$ cat config.mk
export PLATFORM = sky130hd
export DESIGN_NAME = ext_irq_requester_flat
export DESIGN_NICKNAME = d
export VERILOG_FILES = /design/src/rtl/irq_pkg.sv /design/src/rtl/ext_irq_requester_if.sv /design/src/rtl/irq_line.sv /design/src/rtl/ext_irq_requester.sv /design/src/flat_wrapper.sv
export SDC_FILE = /design/constraint.sdc
export NUM_CORES = 1
export LEC_CHECK = 0
export ABC_AREA = 1
export BUFFER_PORTS_ARGS = -buffer_cell sky130_fd_sc_hd__buf_2
export CAP_MARGIN = 15
export CORE_UTILIZATION = 59
export DETAILED_ROUTE_END_ITERATION = 8
export GPL_TIMING_DRIVEN = 0
export PLACE_DENSITY = 0.79
export SKIP_LAST_GASP = 1
export SLEW_MARGIN = 20
export SYNTH_ARGS = -nofsm -noshare
export SYNTH_HDL_FRONTEND = slang
export SYNTH_SLANG_ARGS = --single-unit
$ cat constraint.sdc
create_clock -name clk -period 2 [get_ports clk]
set_input_delay 0.1 -clock clk [delete_from_list [all_inputs] [get_ports clk]]
set_output_delay 0.1 -clock clk [all_outputs]
set_load 0.05 [all_outputs]
$ cat src/rtl/irq_pkg.sv
// Shared definitions for the external interrupt requester: line FSM encoding
// and default sizing constants.
package irq_pkg;

  typedef enum logic [1:0] {
    IDLE         = 2'd0,
    REQ          = 2'd1,
    WAIT_ACK_LOW = 2'd2
  } line_state_t;

  localparam int DEF_NUM_LINES      = 2;
  localparam int DEF_CNT_W          = 4;
  localparam int DEF_TIMEOUT_CYCLES = 1024;

endpackage

$ cat src/rtl/ext_irq_requester_if.sv
// Peripheral-to-core interrupt bus: event/mask inputs, req/ack handshake and
// per-line status. The requester uses the master modport.
interface ext_irq_requester_if #(
  parameter int NUM_LINES = irq_pkg::DEF_NUM_LINES,
  parameter int CNT_W     = irq_pkg::DEF_CNT_W
);

  logic [NUM_LINES-1:0]       event_i;
  logic [NUM_LINES-1:0]       mask_i;
  logic [NUM_LINES-1:0]       irq_req_o;
  logic [NUM_LINES-1:0]       irq_ack_i;
  logic                       clear_status_i;
  logic [NUM_LINES*CNT_W-1:0] pending_o;
  logic [NUM_LINES-1:0]       overflow_o;
  logic [NUM_LINES-1:0]       timeout_o;

  modport master (
    input  event_i, mask_i, irq_ack_i, clear_status_i,
    output irq_req_o, pending_o, overflow_o, timeout_o
  );

  modport slave (
    output event_i, mask_i, irq_ack_i, clear_status_i,
    input  irq_req_o, pending_o, overflow_o, timeout_o
  );

endinterface

$ cat src/rtl/irq_line.sv
// One interrupt line: pending-event counter, four-phase req/ack FSM,
// request timeout watchdog and sticky overflow/timeout flags.
module irq_line
  import irq_pkg::*;
#(
  parameter int CNT_W          = DEF_CNT_W,
  parameter int TIMEOUT_CYCLES = DEF_TIMEOUT_CYCLES
) (
  input  logic             clk,
  input  logic             reset,
  input  logic             evt,
  input  logic             mask,
  input  logic             ack,
  input  logic             clear_status,
  output logic             req,
  output logic [CNT_W-1:0] pending,
  output logic             overflow,
  output logic             timeout
);

  localparam logic [CNT_W-1:0] CNT_MAX   = '1;
  localparam int               TMO_W     = $clog2(TIMEOUT_CYCLES + 1);
  localparam logic [TMO_W-1:0] TMO_LIMIT = TMO_W'(TIMEOUT_CYCLES);

  line_state_t      state_reg, state_next;
  logic             ack_prev_reg;
  logic [CNT_W-1:0] count_reg, count_next;
  logic [TMO_W-1:0] tmo_reg, tmo_next;
  logic             req_reg, req_next;
  logic             overflow_reg, overflow_next;
  logic             timeout_reg, timeout_next;

  logic ack_accept;
  logic count_inc;
  logic overflow_set;
  logic timeout_set;

  always_comb begin
    state_next = state_reg;
    ack_accept = 1'b0;
    case (state_reg)
      IDLE: begin
        if (count_reg != '0 && !mask) state_next = REQ;
      end
      REQ: begin
        // Only a fresh rising edge retires the request; a level held over
        // from an earlier handshake must fall first.
        if (ack && !ack_prev_reg) begin
          ack_accept = 1'b1;
          state_next = WAIT_ACK_LOW;
        end
      end
      WAIT_ACK_LOW: begin
        if (!ack) state_next = (count_reg != '0 && !mask) ? REQ : IDLE;
      end
      default: state_next = IDLE;
    endcase
  end

  always_comb begin
    count_inc    = evt && (count_reg != CNT_MAX || ack_accept);
    overflow_set = evt && count_reg == CNT_MAX && !ack_accept;
    count_next   = count_reg;
    if (count_inc && !ack_accept)
      count_next = count_reg + 1'b1;
    else if (!count_inc && ack_accept && count_reg != '0)
      count_next = count_reg - 1'b1;

    tmo_next = '0;
    if (state_reg == REQ && state_next == REQ)
      tmo_next = (tmo_reg == TMO_LIMIT) ? tmo_reg : tmo_reg + 1'b1;
    timeout_set = (state_reg == REQ) && (tmo_reg == TMO_LIMIT);

    req_next      = (state_next == REQ);
    overflow_next = overflow_set ? 1'b1 : (clear_status ? 1'b0 : overflow_reg);
    timeout_next  = timeout_set  ? 1'b1 : (clear_status ? 1'b0 : timeout_reg);
  end

  always_ff @(posedge clk or posedge reset) begin
    if (reset) begin
      state_reg    <= IDLE;
      ack_prev_reg <= 1'b0;
      count_reg    <= '0;
      tmo_reg      <= '0;
      req_reg      <= 1'b0;
      overflow_reg <= 1'b0;
      timeout_reg  <= 1'b0;
    end else begin
      state_reg    <= state_next;
      ack_prev_reg <= ack;
      count_reg    <= count_next;
      tmo_reg      <= tmo_next;
      req_reg      <= req_next;
      overflow_reg <= overflow_next;
      timeout_reg  <= timeout_next;
    end
  end

  assign req      = req_reg;
  assign pending  = count_reg;
  assign overflow = overflow_reg;
  assign timeout  = timeout_reg;

endmodule

$ cat src/rtl/ext_irq_requester.sv
// External interrupt requester top: one independent irq_line per core
// interrupt input; this level only slices buses and fans out the clear.
module ext_irq_requester
  import irq_pkg::*;
#(
  parameter int NUM_LINES      = DEF_NUM_LINES,
  parameter int CNT_W          = DEF_CNT_W,
  parameter int TIMEOUT_CYCLES = DEF_TIMEOUT_CYCLES
) (
  input  logic                clk,
  input  logic                reset,
  ext_irq_requester_if.master bus
);

  logic [NUM_LINES-1:0]       req_w;
  logic [NUM_LINES*CNT_W-1:0] pending_w;
  logic [NUM_LINES-1:0]       overflow_w;
  logic [NUM_LINES-1:0]       timeout_w;

  for (genvar gi = 0; gi < NUM_LINES; gi++) begin : g_line
    irq_line #(
      .CNT_W          (CNT_W),
      .TIMEOUT_CYCLES (TIMEOUT_CYCLES)
    ) u_line (
      .clk          (clk),
      .reset        (reset),
      .evt          (bus.event_i[gi]),
      .mask         (bus.mask_i[gi]),
      .ack          (bus.irq_ack_i[gi]),
      .clear_status (bus.clear_status_i),
      .req          (req_w[gi]),
      .pending      (pending_w[gi*CNT_W +: CNT_W]),
      .overflow     (overflow_w[gi]),
      .timeout      (timeout_w[gi])
    );
  end

  assign bus.irq_req_o  = req_w;
  assign bus.pending_o  = pending_w;
  assign bus.overflow_o = overflow_w;
  assign bus.timeout_o  = timeout_w;

endmodule

$ cat src/flat_wrapper.sv
// flat-port wrapper written by rule: the top's interface ports become plain ports
module ext_irq_requester_flat import irq_pkg::*;
#(
  parameter int NUM_LINES      = DEF_NUM_LINES,
  parameter int CNT_W          = DEF_CNT_W,
  parameter int TIMEOUT_CYCLES = DEF_TIMEOUT_CYCLES
)
  (clk, reset, bus_event_i, bus_mask_i, bus_irq_ack_i, bus_clear_status_i, bus_irq_req_o, bus_pending_o, bus_overflow_o, bus_timeout_o);
  ext_irq_requester_if #(.NUM_LINES(NUM_LINES), .CNT_W(CNT_W)) bus_i ();
  input  logic clk;
  input  logic reset;
  input wire logic [$bits(bus_i.event_i)-1:0] bus_event_i;
  input wire logic [$bits(bus_i.mask_i)-1:0] bus_mask_i;
  input wire logic [$bits(bus_i.irq_ack_i)-1:0] bus_irq_ack_i;
  input wire logic [$bits(bus_i.clear_status_i)-1:0] bus_clear_status_i;
  output wire logic [$bits(bus_i.irq_req_o)-1:0] bus_irq_req_o;
  output wire logic [$bits(bus_i.pending_o)-1:0] bus_pending_o;
  output wire logic [$bits(bus_i.overflow_o)-1:0] bus_overflow_o;
  output wire logic [$bits(bus_i.timeout_o)-1:0] bus_timeout_o;
  assign bus_i.event_i = bus_event_i;
  assign bus_i.mask_i = bus_mask_i;
  assign bus_i.irq_ack_i = bus_irq_ack_i;
  assign bus_i.clear_status_i = bus_clear_status_i;
  assign bus_irq_req_o = bus_i.irq_req_o;
  assign bus_pending_o = bus_i.pending_o;
  assign bus_overflow_o = bus_i.overflow_o;
  assign bus_timeout_o = bus_i.timeout_o;
  ext_irq_requester #(.NUM_LINES(NUM_LINES), .CNT_W(CNT_W), .TIMEOUT_CYCLES(TIMEOUT_CYCLES)) u_core (.clk(clk), .reset(reset), .bus(bus_i));
endmodule
### After elaboration in Yosys (flattened, before gate mapping)

Cells that the tools add are included.

* flip-flop bits (word level): 42
* input bits: 9

* add/subtract/negate cells: 6
* equal/unequal tests: 14
* muxes and demuxes: 27
* reduce and logical (&&, ||, !) cells: 40

Operators by type and width (count)
* $mux W11: 4
* $add A11 B1 Y11 const B: 2
* $eq A11 B11 Y1 const B: 2
* $logic_and A1 B1 Y1: 20
* $mux W4: 4
* $mux W2: 6
* $pmux W2 S3: 2
* $reduce_bool A2 Y1: 6
* $mux W1: 11
* $add A4 B1 Y4 const B: 2
* $eq A2 B1 Y1 const B: 4
* $eq A4 B4 Y1 const B: 2
* $logic_not A1 Y1: 8
* $ne A4 B4 Y1 const B: 2
* $reduce_bool A4 Y1: 2
* $sub A4 B1 Y4 const B: 2
* $eq A2 B2 Y1 const B: 2
* $logic_not A2 Y1: 2
* $ne A2 B2 Y1 const B: 2
* $logic_or A1 B1 Y1: 2

### Depth between registers and ports, before layout

Gate-level depths: netlist of run 1.

* depth after elaboration: 11
* gate-level depth with buffers: 14

### Modules after synthesis

From an unflattened synthesis of run 1, not the netlist that was laid out.

* cell total of the unflattened synthesis: 278
* area, all modules: 2339.7 µm²

By module, submodules not included
* irq_line: times used 2, cells an instance 139, area an instance 1169.9 µm², sequential area each 525.5 µm²

### Worst setup path before layout of run 1

Ideal clock, no wire load.

* path kind: reg2reg
* from: reg u_core.g_line[1].u_line.count_reg[0]
* to: reg u_core.g_line[1].u_line.count_reg[3]
* library setup time: 119 ps
* data arrival time: 1991 ps
* data required time: 1881 ps
* setup slack: -109 ps
* stages on the path, launching flop included: 10
* cells stage by stage: dfrtp_1 -> nand4_1 -> nand3_2 -> ha_1 -> nand2_1 -> nand2_1 -> a21oi_1 -> nand3_1 -> nand3_1 -> nand2_1

* cells in the longest elaborated chain, start to end: 7
* elaborated cells on any way between the ends: 13

RTL lines
* start: declaration: line irq_line.sv:27 `logic [CNT_W-1:0] count_reg, count_next;`
* start signal: assignment: line irq_line.sv:91 `count_reg <= count_next;`
* branches (longest 7 deep; another with $sub A4 B1 Y4)

Parallel ways; which one is timed is not known. The select of a mux whose other input is x is not followed.
A chain may end at the register's enable or synchronous reset.

### Final worst setup path of run 1

* from: in bus_irq_ack_i[1]
* to: reg u_core.g_line[1].u_line.count_reg[3]

* cells in the longest elaborated chain, start to end: 9
* elaborated cells on any way between the ends: 12

RTL lines
* start: declaration: line flat_wrapper.sv:14 `input wire logic [$bits(bus_i.irq_ack_i)-1:0] bus_irq_ack_i;`
* $logic_and A1 B1 Y1 *: line irq_line.sv:48 `if (ack && !ack_prev_reg) begin`
* $mux W1 *: line irq_line.sv:48
* $mux W1 *: line irq_line.sv:41 `case (state_reg)`
* $logic_or A1 B1 Y1: line irq_line.sv:61 `count_inc = evt && (count_reg != CNT_MAX || ack_accept);`
* $logic_and A1 B1 Y1: line irq_line.sv:61
* $logic_not A1 Y1: line irq_line.sv:66 `else if (!count_inc && ack_accept && count_reg != '0)`
* $logic_and A1 B1 Y1 (2 in a row): line irq_line.sv:66
* $reduce_bool A2 Y1 (no line)

Every way passes the cells marked *; elsewhere a longest branch is shown, timed or not.

==> impl_metrics.env, run 1 <==
export IMPL_crit_fanout=6
export IMPL_post_route_min_period_ns=1.922
export IMPL_die_w_um=66.03
export IMPL_fin_worst_skew_ns=0.005997
export IMPL_setup_tns_ns=0
export IMPL_grt_pass1_vias=1906
export IMPL_first_pass_iters=5
export IMPL_grt_overflow=0
export IMPL_top_level_ports=23
export IMPL_routed_wl_um=4567
export IMPL_yosysWarnings=0
export IMPL_place_area_mm2=0.002611
export IMPL_drv_cap=0
export IMPL_drc=0
export IMPL_port_buffers=22
export IMPL_powerDensity_mw_per_mm2=1228
export IMPL_place_inst=361
export IMPL_cts_sinks=42
export IMPL_ant_nets=0
export IMPL_vias_per_cell=5.163
export IMPL_cts_root_buf="clkbuf_8"
export IMPL_maxSlewHeadroom=0.8036
export IMPL_htreeDepth=2
export IMPL_cpLargestDelayFamily="buffers and inverters"
export IMPL_rr_endpoint="u_core.g_line[1].u_line.pending[3]$_DFFE_PP0P_"
export IMPL_reg2reg_slack_ns=0.13
export IMPL_arrival_ns=2.15
export IMPL_grt_max_degree=31
export IMPL_crit_top_cell="nand2_1"
export IMPL_r2r_start="u_core.g_line[1].u_line.pending[1]$_DFFE_PP0P_"
export IMPL_slowest_delay_ns=0.53
export IMPL_ys_seq_area_frac=0.4346
export IMPL_layout_commonest_cell="nand2_1"
export IMPL_clk_latency_ns=0.29
export IMPL_worst_pin_slew_ns=0.2939
export IMPL_reg2reg_depth=10
export IMPL_drt_iter0_drc=125
export IMPL_syn_area_mm2=0.002419
export IMPL_synth_distinct_cells=30
export IMPL_hold_end="u_core.g_line[0].u_line.timeout$_DFFE_PP0P_"
export IMPL_dieArea_mm2=0.004359
export IMPL_crit_buf_inv=4
export IMPL_vias=1931
export IMPL_cts_tree="built"
export IMPL_grt_usage=0.2324
export IMPL_critPathKind="input pin to flip-flop"
export IMPL_grt_pass1_wl_um=7797
export IMPL_hold_depth=2
export IMPL_timing_final_crit_share=0.9612
export IMPL_crit_chain="dlygate4sd3_1 -> buf_2 -> inv_2 -> nor2_4 -> nand2_2 -> nand3_4 -> ha_1 -> nand2_1 -> inv_1 -> a21oi_2 -> nand3_1 -> o21ai_1 -> nand2_1 -> nand2_1"
export IMPL_layout_drive_gt1_share=0.2515
export IMPL_final_area_mm2=0.002774
export IMPL_required_ns=2.23
export IMPL_netlist_instances=290
export IMPL_setup_viol=0
export IMPL_final_cell_mix="nand2_1, inv_1, dfrtp_1, nand3_1, nor2_1"
export IMPL_place_gp_congestion=0.7967
export IMPL_vdd_ir_drop_max_uv=897.4
export IMPL_avgSynthCellArea_um2=8.340
export IMPL_fin_cells=374
export IMPL_diodes=0
export IMPL_wire_per_inst_um=12.21
export IMPL_hold_path_class="input pin to flip-flop"
export IMPL_fill_cells=289
export IMPL_cp_slowest_cell="dlygate4sd3_1"
export IMPL_antenna_found_initial=0
export IMPL_register_area_mm2=0.001055
export IMPL_final_nets=344
export IMPL_row_count=22
export IMPL_largest_reg_flops=22
export IMPL_cts_reportedPaths_clkPinSlew_ns=0.08
export IMPL_hpwlAfterDp_um=3317
export IMPL_max_freq_ghz=0.5202
export IMPL_fp_dieH_um=66.03
export IMPL_core_mm2=0.003799
export IMPL_syn_num_nets=309
export IMPL_status="complete, no violations"
export IMPL_worst_setup_path_end_kind="flip-flop"
export IMPL_hold_start="bus_clear_status_i"
export IMPL_clockBufferDepth=2
export IMPL_multi_input_area_mm2=0.001171
export IMPL_hold_viol=0
export IMPL_ys_ff_latch=42
export IMPL_start_util=0.6367
export IMPL_cts_buffers_inserted=5
export IMPL_power_leakage_nw=1.374
export IMPL_drv_slew=0
export IMPL_area_delta_synth_final_pct=14.69
export IMPL_startpoint_type="input pin"
metal layers:
| metal | vias to the layer above | track usage | share of wire |
|---|---|---|---|
| met2 | 34 | 0.3992 | 0.49 |
| met1 | 901 | 0.2782 | 0.46 |
| li1 | 985 | - | - |
| met4 | 0 | 0.08777 | 0.021 |
| met3 | 11 | 0.05862 | 0.036 |
| met5 | - | 0 | 0 |
what timing repair did:
item / CTS / global route
hold buffers: 3 / 0
endpoints found under the hold margin: 14 / 0
gates resized for setup: 0 / 5
endpoints found under the setup margin: 0 / 2
setup buffers: 0 / 2
metrics by stage:
step	hold slack [ns]	worst slack [ns]	utilization	power (mW)
finish	0.01313	0.07751	0.7302	3.407
global route	0.02000	-0.1035	0.7302	3.681
CTS	0.007740	0.03129	0.7164	3.330
detailed placement	0.05922	0.04959	0.6874	2.796
global placement	0.2605	0.1100	0.6821	2.732
floorplan	0.1314	-0.04428	-	2.456
layout make-up:
cell class	instances	share of cell area
Timing Repair Buffer	28	0.06315
Multi-Input combinational cell	192	0.4222
Tap cell	48	0.02165
Buffer	6	0.01624
Sequential cell	42	0.3802
Inverter	50	0.06766
Clock buffer	8	0.02887
synthesized netlist by cell type:
| master | count | area, um^2 |
|---|---|---|
| nand4_1 | 5 | 31.28 |
| fa_1 | 2 | 40.04 |
| nor3_2 | 3 | 30.03 |
| nor3b_2 | 2 | 25.02 |
| nor2_2 | 8 | 50.05 |
| o21ai_1 | 6 | 30.03 |
| nand2_2 | 7 | 43.79 |
| nand2_4 | 2 | 22.52 |
| o2bb2ai_1 | 1 | 8.760 |
| nor2_4 | 5 | 56.30 |
| dfrtp_1 | 42 | 1051 |
| nor2_1 | 26 | 97.59 |
| xor2_2 | 2 | 32.53 |
| nand3_2 | 2 | 20.02 |
| nand3b_1 | 1 | 7.510 |
| nor3b_1 | 1 | 7.510 |
| nor3_4 | 1 | 16.27 |
| nand3_1 | 28 | 140.1 |
| xor2_1 | 4 | 35.03 |
| inv_2 | 7 | 26.28 |
| o21ai_0 | 10 | 50.05 |
| o21a_1 | 1 | 7.510 |
| nor3_1 | 5 | 25.02 |
| nand2_1 | 49 | 183.9 |
| a21oi_1 | 10 | 50.05 |
| inv_1 | 43 | 161.4 |
| buf_4 | 6 | 45.04 |
| xnor2_1 | 1 | 8.760 |
| o31ai_1 | 2 | 15.01 |
| ha_1 | 8 | 100.1 |
power by group:
part / total, mW / internal (mW) / switching, mW
Sequential: 1.27 / 1.04 / 0.232
Clock: 0.523 / 0.248 / 0.275
Combinational: 1.61 / 0.539 / 1.08
Total: 3.41 / 1.82 / 1.58
cell families (layout without fill, tap and decap cells):
logic type | count (synthesis) | in the layout | synth area share
AOI/OAI and AO/OA | 30 | 30 | 0.06674
xor gates and xnor gates | 7 | 7 | 0.03156
adders and majority gates | 10 | 10 | 0.05794
buffers and inverters | 56 | 92 | 0.09622
DFF | 42 | 42 | 0.4346
and+or+nand+nor | 145 | 145 | 0.3130
worst max-delay path by stage:
stage	startpoint	endpoint	slack [ns]	cells past startpoint
finish	bus_irq_ack_i[1]	u_core.g_line[1].u_line.pending[3]$_DFFE_PP0P_	0.08	14
global route	bus_irq_ack_i[1]	u_core.g_line[1].u_line.pending[3]$_DFFE_PP0P_	-0.10	14
CTS	bus_irq_ack_i[1]	u_core.g_line[1].u_line.pending[3]$_DFFE_PP0P_	0.03	13
detailed placement	u_core.g_line[1].u_line.pending[1]$_DFFE_PP0P_	u_core.g_line[1].u_line.pending[3]$_DFFE_PP0P_	0.05	9
global placement	u_core.g_line[1].u_line.pending[1]$_DFFE_PP0P_	u_core.g_line[1].u_line.pending[3]$_DFFE_PP0P_	0.11	9
floorplan	u_core.g_line[1].u_line.pending[1]$_DFFE_PP0P_	u_core.g_line[1].u_line.pending[3]$_DFFE_PP0P_	-0.04	9
(Power assumes the default switching activity.)
==> run 2: changes to the inputs <==
--- a/config.mk
+++ b/config.mk
@@ -12,6 +12,7 @@
 export DETAILED_ROUTE_END_ITERATION = 8
 export GPL_TIMING_DRIVEN = 0
 export PLACE_DENSITY = 0.79
+export REMOVE_ABC_BUFFERS = 1
 export SKIP_LAST_GASP = 1
 export SLEW_MARGIN = 20
 export SYNTH_ARGS = -nofsm -noshare
==> run 2 against run 1 <==
  * Final cell count is 2.1% lower
  * Sequential cell count stayed put
  * Sequential share of layout area is 0.78 points higher
  * Cell area is 2.1% lower
  * Utilization is 1.5 points lower
  * Die area stayed put
  * Via count is 1.2% lower
  * Clock skew is 0.00054 ns higher
  * Worst setup slack better by 0.078 ns
  * Sequential power hardly changed
  * Highest routed layer unchanged
==> impl_metrics.env, run 2 (synthesized netlist as in run 1, its figures left out) <==
export IMPL_status="complete, no violations"
export IMPL_final_nets=336
export IMPL_wire_per_inst_um=12.17
export IMPL_hpwlAfterDp_um=3354
export IMPL_multi_input_area_mm2=0.001159
export IMPL_reg2reg_slack_ns=0.18
export IMPL_startpoint_type="input pin"
export IMPL_cts_root_buf="clkbuf_8"
export IMPL_drt_iter0_drc=127
export IMPL_power_leakage_nw=1.343
export IMPL_htreeDepth=2
export IMPL_final_cell_mix="nand2_1, inv_1, dfrtp_1, nand3_1, nor2_1"
export IMPL_drv_cap=0
export IMPL_rr_endpoint="u_core.g_line[1].u_line.pending[3]$_DFFE_PP0P_"
export IMPL_grt_pass1_wl_um=7790
export IMPL_fp_dieH_um=66.03
export IMPL_cts_reportedPaths_clkPinSlew_ns=0.08
export IMPL_top_level_ports=23
export IMPL_fin_worst_skew_ns=0.006536
export IMPL_setup_viol=0
export IMPL_grt_overflow=0
export IMPL_max_freq_ghz=0.5421
export IMPL_vias=1908
export IMPL_dieArea_mm2=0.004359
export IMPL_area_delta_synth_final_pct=12.26
export IMPL_fin_util=0.7148
export IMPL_row_count=22
export IMPL_core_mm2=0.003799
export IMPL_register_area_mm2=0.001054
export IMPL_grt_max_degree=29
export IMPL_reg2reg_depth=10
export IMPL_timing_final_crit_share=0.9223
export IMPL_hold_viol=0
export IMPL_port_buffers=22
export IMPL_die_w_um=66.03
export IMPL_antenna_found_initial=0
export IMPL_grt_usage=0.2346
export IMPL_rsz0062_at_grt="yes"
export IMPL_worst_pin_slew_ns=0.3440
export IMPL_routed_wl_um=4453
export IMPL_post_route_min_period_ns=1.845
export IMPL_largest_reg_flops=22
export IMPL_fin_cells=366
export IMPL_vias_per_cell=5.213
export IMPL_hold_start="bus_clear_status_i"
export IMPL_required_ns=2.23
export IMPL_start_util=0.6367
export IMPL_place_inst=355
export IMPL_critPathKind="input pin to flip-flop"
export IMPL_hold_depth=2
export IMPL_place_gp_congestion=0.8097
export IMPL_r2r_start="u_core.g_line[1].u_line.pending[1]$_DFFE_PP0P_"
export IMPL_cts_tree="built"
export IMPL_drc=0
export IMPL_layout_commonest_cell="nand2_1"
export IMPL_diodes=0
export IMPL_layout_drive_gt1_share=0.2358
export IMPL_cts_sinks=42
export IMPL_hold_path_class="input pin to flip-flop"
export IMPL_crit_fanout=6
export IMPL_cts_buffers_inserted=5
export IMPL_first_pass_iters=4
export IMPL_clockBufferDepth=2
export IMPL_maxSlewHeadroom=0.7702
export IMPL_vdd_ir_drop_max_uv=755.1
export IMPL_grt_pass1_vias=1832
export IMPL_arrival_ns=2.08
export IMPL_ant_nets=0
export IMPL_drv_slew=0
export IMPL_powerDensity_mw_per_mm2=1233
export IMPL_fill_cells=313
export IMPL_worst_setup_path_end_kind="flip-flop"
export IMPL_clk_latency_ns=0.29
export IMPL_hold_end="u_core.g_line[0].u_line.timeout$_DFFE_PP0P_"
run 2: worst max path at each step:
stage / start / end / slack (ns) / cells after the start
after floorplan: u_core.g_line[1].u_line.pending[0]$_DFFE_PP0P_ / u_core.g_line[1].u_line.pending[3]$_DFFE_PP0P_ / -0.11 / 9
after global placement: u_core.g_line[1].u_line.pending[0]$_DFFE_PP0P_ / u_core.g_line[1].u_line.pending[3]$_DFFE_PP0P_ / 0.12 / 9
after detailed placement: u_core.g_line[1].u_line.pending[0]$_DFFE_PP0P_ / u_core.g_line[1].u_line.pending[3]$_DFFE_PP0P_ / 0.08 / 9
after CTS: bus_irq_ack_i[1] / u_core.g_line[1].u_line.pending[3]$_DFFE_PP0P_ / 0.03 / 14
after global routing: bus_irq_ack_i[1] / u_core.g_line[1].u_line.pending[3]$_DFFE_PP0P_ / -0.03 / 14
final: bus_irq_ack_i[1] / u_core.g_line[1].u_line.pending[3]$_DFFE_PP0P_ / 0.16 / 14
run 2: final cells by class:
class | count | area share
clock buffer | 6 | 0.03041
clock inverter | 2 | 0.004608
inverter | 50 | 0.06912
multi-input combinational | 192 | 0.4267
sequential | 42 | 0.3880
tap | 48 | 0.02212
timing repair buffer | 26 | 0.05899
run 2: through the flow:
| stage | setup WS [ns] | setup TNS [ns] | power [mW] | cell area (um^2) | hold slack (ns) |
|---|---|---|---|---|---|
| floorplan | -0.1091 | -0.1866 | 2.411 | 2374 | 0.1314 |
| global placement | 0.1218 | 0 | 2.694 | 2544 | 0.2689 |
| detailed placement | 0.07708 | 0 | 2.746 | 2564 | 0.08613 |
| CTS | 0.02727 | 0 | 3.322 | 2689 | 0.04616 |
| global route | -0.02618 | -0.02618 | 3.611 | 2715 | 0.04802 |
| finish | 0.1554 | 0 | 3.348 | 2715 | 0.04866 |
run 2: layer usage:
metal  GRT usage  share of wire
met5           0              0
met4     0.07979          0.016
met3     0.05690          0.023
met2      0.3827           0.49
met1      0.3039           0.47
run 2: what timing repair did:
| action | CTS | global route |
|---|---|---|
| gates resized for setup | 0 | 5 |
| hold buffers | 3 | 0 |
| endpoints found under the hold margin | 16 | 0 |
| endpoints found under the setup margin | 0 | 2 |
| setup buffers | 0 | 0 |
run 2: critical path, stage by stage:
cell	delay [ns]
dlygate4sd3_1	0.53
buf_2	0.15
inv_2	0.06
nor2_4	0.04
nand2_2	0.13
nand3_4	0.14
ha_1	0.35
nand2_1	0.08
nand2_1	0.06
a21oi_2	0.14
nand3_1	0.11
o21ai_1	0.09
nand2_1	0.06
nand2_1	0.05
run 2: report_power, final:
part | total, mW | switching [mW] | internal, mW
Clock | 0.569 | 0.292 | 0.278
Combinational | 1.53 | 1.04 | 0.483
Sequential | 1.25 | 0.217 | 1.04
==> run 3: changes to the inputs <==
--- a/config.mk
+++ b/config.mk
@@ -11,10 +11,11 @@
 export CORE_UTILIZATION = 59
 export DETAILED_ROUTE_END_ITERATION = 8
 export GPL_TIMING_DRIVEN = 0
-export PLACE_DENSITY = 0.79
+export PLACE_DENSITY = 0.8
 export REMOVE_ABC_BUFFERS = 1
 export SKIP_LAST_GASP = 1
 export SLEW_MARGIN = 20
 export SYNTH_ARGS = -nofsm -noshare
 export SYNTH_HDL_FRONTEND = slang
+export SYNTH_HIERARCHICAL = 1
 export SYNTH_SLANG_ARGS = --single-unit
==> run 3 against run 2 <==
  * Final cell count decreased by 1.9%
  * Cell area decreased by 1.2%
  * Critical path depth decreased by 1
  * Combinational power about the same
  * Utilization increased by 0.15 points
  * Clock skew increased by 0.0020 ns
  * Non-clock buffer count decreased by 1
  * Global-route usage increased by 0.98 points
  * First-iteration DRC count decreased by 3.1%
  * Power increased by 3.5%
  * Via count increased by 1.2%
  * Critical path type is now flip-flop to flip-flop
  * Critical endpoint is now u_core/g_line[1].u_line/pending[3]$_DFFE_PP0P_
  * Largest power group unchanged
==> impl_metrics.env, run 3 <==
export IMPL_drv_cap=0
export IMPL_arrival_ns=2.10
export IMPL_dp_slack_ns=-0.02456
export IMPL_synth_edff_count=0
export IMPL_cts_root_buf="clkbuf_8"
export IMPL_yosysWarnings=6
export IMPL_row_count=22
export IMPL_diodes=0
export IMPL_syn_area_mm2=0.002340
export IMPL_p_sw_mw=1.567
export IMPL_clk_latency_ns=0.29
export IMPL_dieArea_mm2=0.004222
export IMPL_netlist_instances=278
export IMPL_post_route_min_period_ns=1.919
export IMPL_synth_most_common_cell="nand2_1"
export IMPL_worst_setup_path_end_kind="flip-flop"
export IMPL_fin_worst_skew_ns=0.008577
export IMPL_routed_wl_um=4499
export IMPL_hold_path_class="input pin to flip-flop"
export IMPL_area_delta_synth_final_pct=14.60
export IMPL_hold_viol=0
export IMPL_hpwlAfterDp_um=3095
export IMPL_clock_power_share=0.189
export IMPL_port_buffers=22
export IMPL_place_gp_congestion=0.8262
export IMPL_ant_nets=0
export IMPL_cts_tree="built"
export IMPL_grt_pass1_vias=1904
export IMPL_ys_ff_latch=42
export IMPL_htreeDepth=2
export IMPL_layout_commonest_cell="nand2_1"
export IMPL_rsz0062_at_grt="yes"
export IMPL_power_internal_mw=1.898
export IMPL_core_mm2=0.003744
export IMPL_cts_sinks=42
export IMPL_synth_adder_area_share=0.05989
export IMPL_vdd_ir_drop_max_uv=652.4
export IMPL_wire_per_inst_um=12.53
export IMPL_post_cts_setup_buffers=0
export IMPL_grt_usage=0.2444
export IMPL_yosys_top_cells_count="nand2_1, inv_1, dfrtp_1, nor2_1, nand3_1"
export IMPL_yosys_area_top_type="dfrtp_1"
export IMPL_cts_buffers_inserted=5
export IMPL_synth_area_leaders="dfrtp_1, nand2_1, inv_1, nor2_1, ha_1"
export IMPL_startpoint_type="flip-flop"
export IMPL_multi_input_area_mm2=0.001134
export IMPL_fin_ws_ns=0.08064
export IMPL_max_freq_ghz=0.5210
export IMPL_start_util=0.6250
export IMPL_fin_cells=359
export IMPL_power_frac_seq=0.365
export IMPL_first_pass_iters=4
export IMPL_p_sw_frac=0.4522
export IMPL_pwr_share_comb=0.447
export IMPL_maxSlewHeadroom=0.4472
export IMPL_register_area_mm2=0.001056
export IMPL_vias=1930
export IMPL_fill_cells=297
export IMPL_ys_async_sr_fraction=1.000
export IMPL_largest_reg_flops=22
export IMPL_final_cell_mix="nand2_1, inv_1, dfrtp_1, nor2_1, buf_2"
export IMPL_muxShareOfSynthArea=0
export IMPL_status="complete, no violations"
export IMPL_timing_final_crit_share=0.9597
export IMPL_die_w_um=64.98
export IMPL_critPathKind="flip-flop to flip-flop"
export IMPL_place_inst=348
export IMPL_clockBufferDepth=2
export IMPL_synth_xor_area_share=0.02246
export IMPL_synth_top_family_by_area="simple AND/OR/NAND/NOR gates"
export IMPL_grt_max_degree=22
export IMPL_final_nets=329
export IMPL_worst_pin_slew_ns=0.8283
export IMPL_layout_drive_gt1_share=0.2219
export IMPL_powerDensity_mw_per_mm2=1292
export IMPL_power_leakage_nw=1.323
export IMPL_cts_reportedPaths_clkPinSlew_ns=0.08
export IMPL_avgSynthCellArea_um2=8.416
export IMPL_crit_fanout=6
export IMPL_fp_dieH_um=64.98
export IMPL_ys_flop_type="dfrtp_1"
export IMPL_synth_distinct_cells=26
export IMPL_drt_iter0_drc=123
export IMPL_synth_top_cell_area_share=0.4492
export IMPL_vias_per_cell=5.376
export IMPL_synth_simple_area_share=0.3219
export IMPL_setup_tns_ns=0
export IMPL_drv_slew=0
export IMPL_top_level_ports=23
export IMPL_synth_compound_gate_area_share=0.06845
export IMPL_grt_pass1_wl_um=7845
export IMPL_ys_seq_area_frac=0.4492
export IMPL_drc=0
export IMPL_setup_viol=0
export IMPL_grt_overflow=0
export IMPL_required_ns=2.18
export IMPL_antenna_found_initial=0
## run 3: power groups by stage
stage,Combinational (mW),Clock [mW],Sequential [mW]
6_report,1.55,0.654,1.26
5_1_grt,1.72,0.704,1.30
4_1_cts,1.52,0.678,1.25
3_5_place_dp,1.49,0,1.27
3_3_place_gp,1.44,0,1.26
2_1_floorplan,0.812,0,1.61
## run 3: worst paths after layout
path | cells past startpoint | from | to | slack (ns)
worst max-delay path | 13 | u_core/g_line[1].u_line/pending[1]$_DFFE_PP0P_ | u_core/g_line[1].u_line/pending[3]$_DFFE_PP0P_ | 0.08
worst min-delay path | 2 | bus_clear_status_i | u_core/g_line[0].u_line/overflow$_DFFE_PP0P_ | 0.06
worst max register to register | 13 | u_core/g_line[1].u_line/pending[1]$_DFFE_PP0P_ | u_core/g_line[1].u_line/pending[3]$_DFFE_PP0P_ | 0.08
worst min register to register | 1 | u_core/g_line[0].u_line/state_reg[0]$_DFF_PP0_ | u_core/g_line[0].u_line/state_reg[1]$_DFF_PP0_ | 0.55
max in group asynchronous | 3 | reset | u_core/g_line[1].u_line/pending[0]$_DFFE_PP0P_ | 0.92
min in group asynchronous | 3 | reset | u_core/g_line[0].u_line/tmo_reg[2]$_DFFE_PP0P_ | 0.50
## run 3: worst max-delay path, cell delays in order, from the launching register on
cell	delay [ns]
dfrtp_2	0.46
nand2_1	0.08
inv_1	0.04
nand2_1	0.15
nand3_4	0.14
ha_1	0.35
nand2_1	0.08
nand2_1	0.05
nor2_1	0.14
inv_1	0.05
nand2_1	0.08
nand3_1	0.08
nand2_1	0.07
nand2_1	0.05
## run 3: cell families (layout without fill, tap and decap cells)
logic type	after synthesis	after routing
flops	42	42
compound gates	30	30
buf+inv	48	81
fa+ha+maj	10	10
simple gates	142	142
xor+xnor	6	6
## run 3: cell type report
type                    count  share of cell area
clock buffers               5             0.02566
clock inverters             3             0.01493
inverters                  48             0.06813
multi-input cells         188              0.4228
flip-flops and latches     42              0.3938
well taps                  48             0.02240
repair buffers             25             0.05226
## run 3: per-stage QoR
| stage | power [mW] | instance area [um^2] | hold slack, ns | utilization |
|---|---|---|---|---|
| after global placement | 2.701 | 2510 | 0.2518 | 0.6705 |
| final | 3.465 | 2681 | 0.05856 | 0.7162 |
| after detailed placement | 2.759 | 2510 | 0.2567 | 0.6705 |
| after CTS | 3.443 | 2656 | 0.04869 | 0.7096 |
| after global routing | 3.722 | 2681 | 0.06652 | 0.7162 |
| after floorplan | 2.426 | 2340 | 0.07653 | - |
## run 3: what timing repair did
item,CTS,global route
hold buffers,3,0
setup endpoints to repair,1,2
hold endpoints to repair,44,0
resized for setup,1,6
## run 3: per-layer routing
layer	GRT usage	wire [um]
met1	0.2978	2046
met2	0.4076	2198
met3	0.04049	173
met4	0.1389	80
met5	0	0
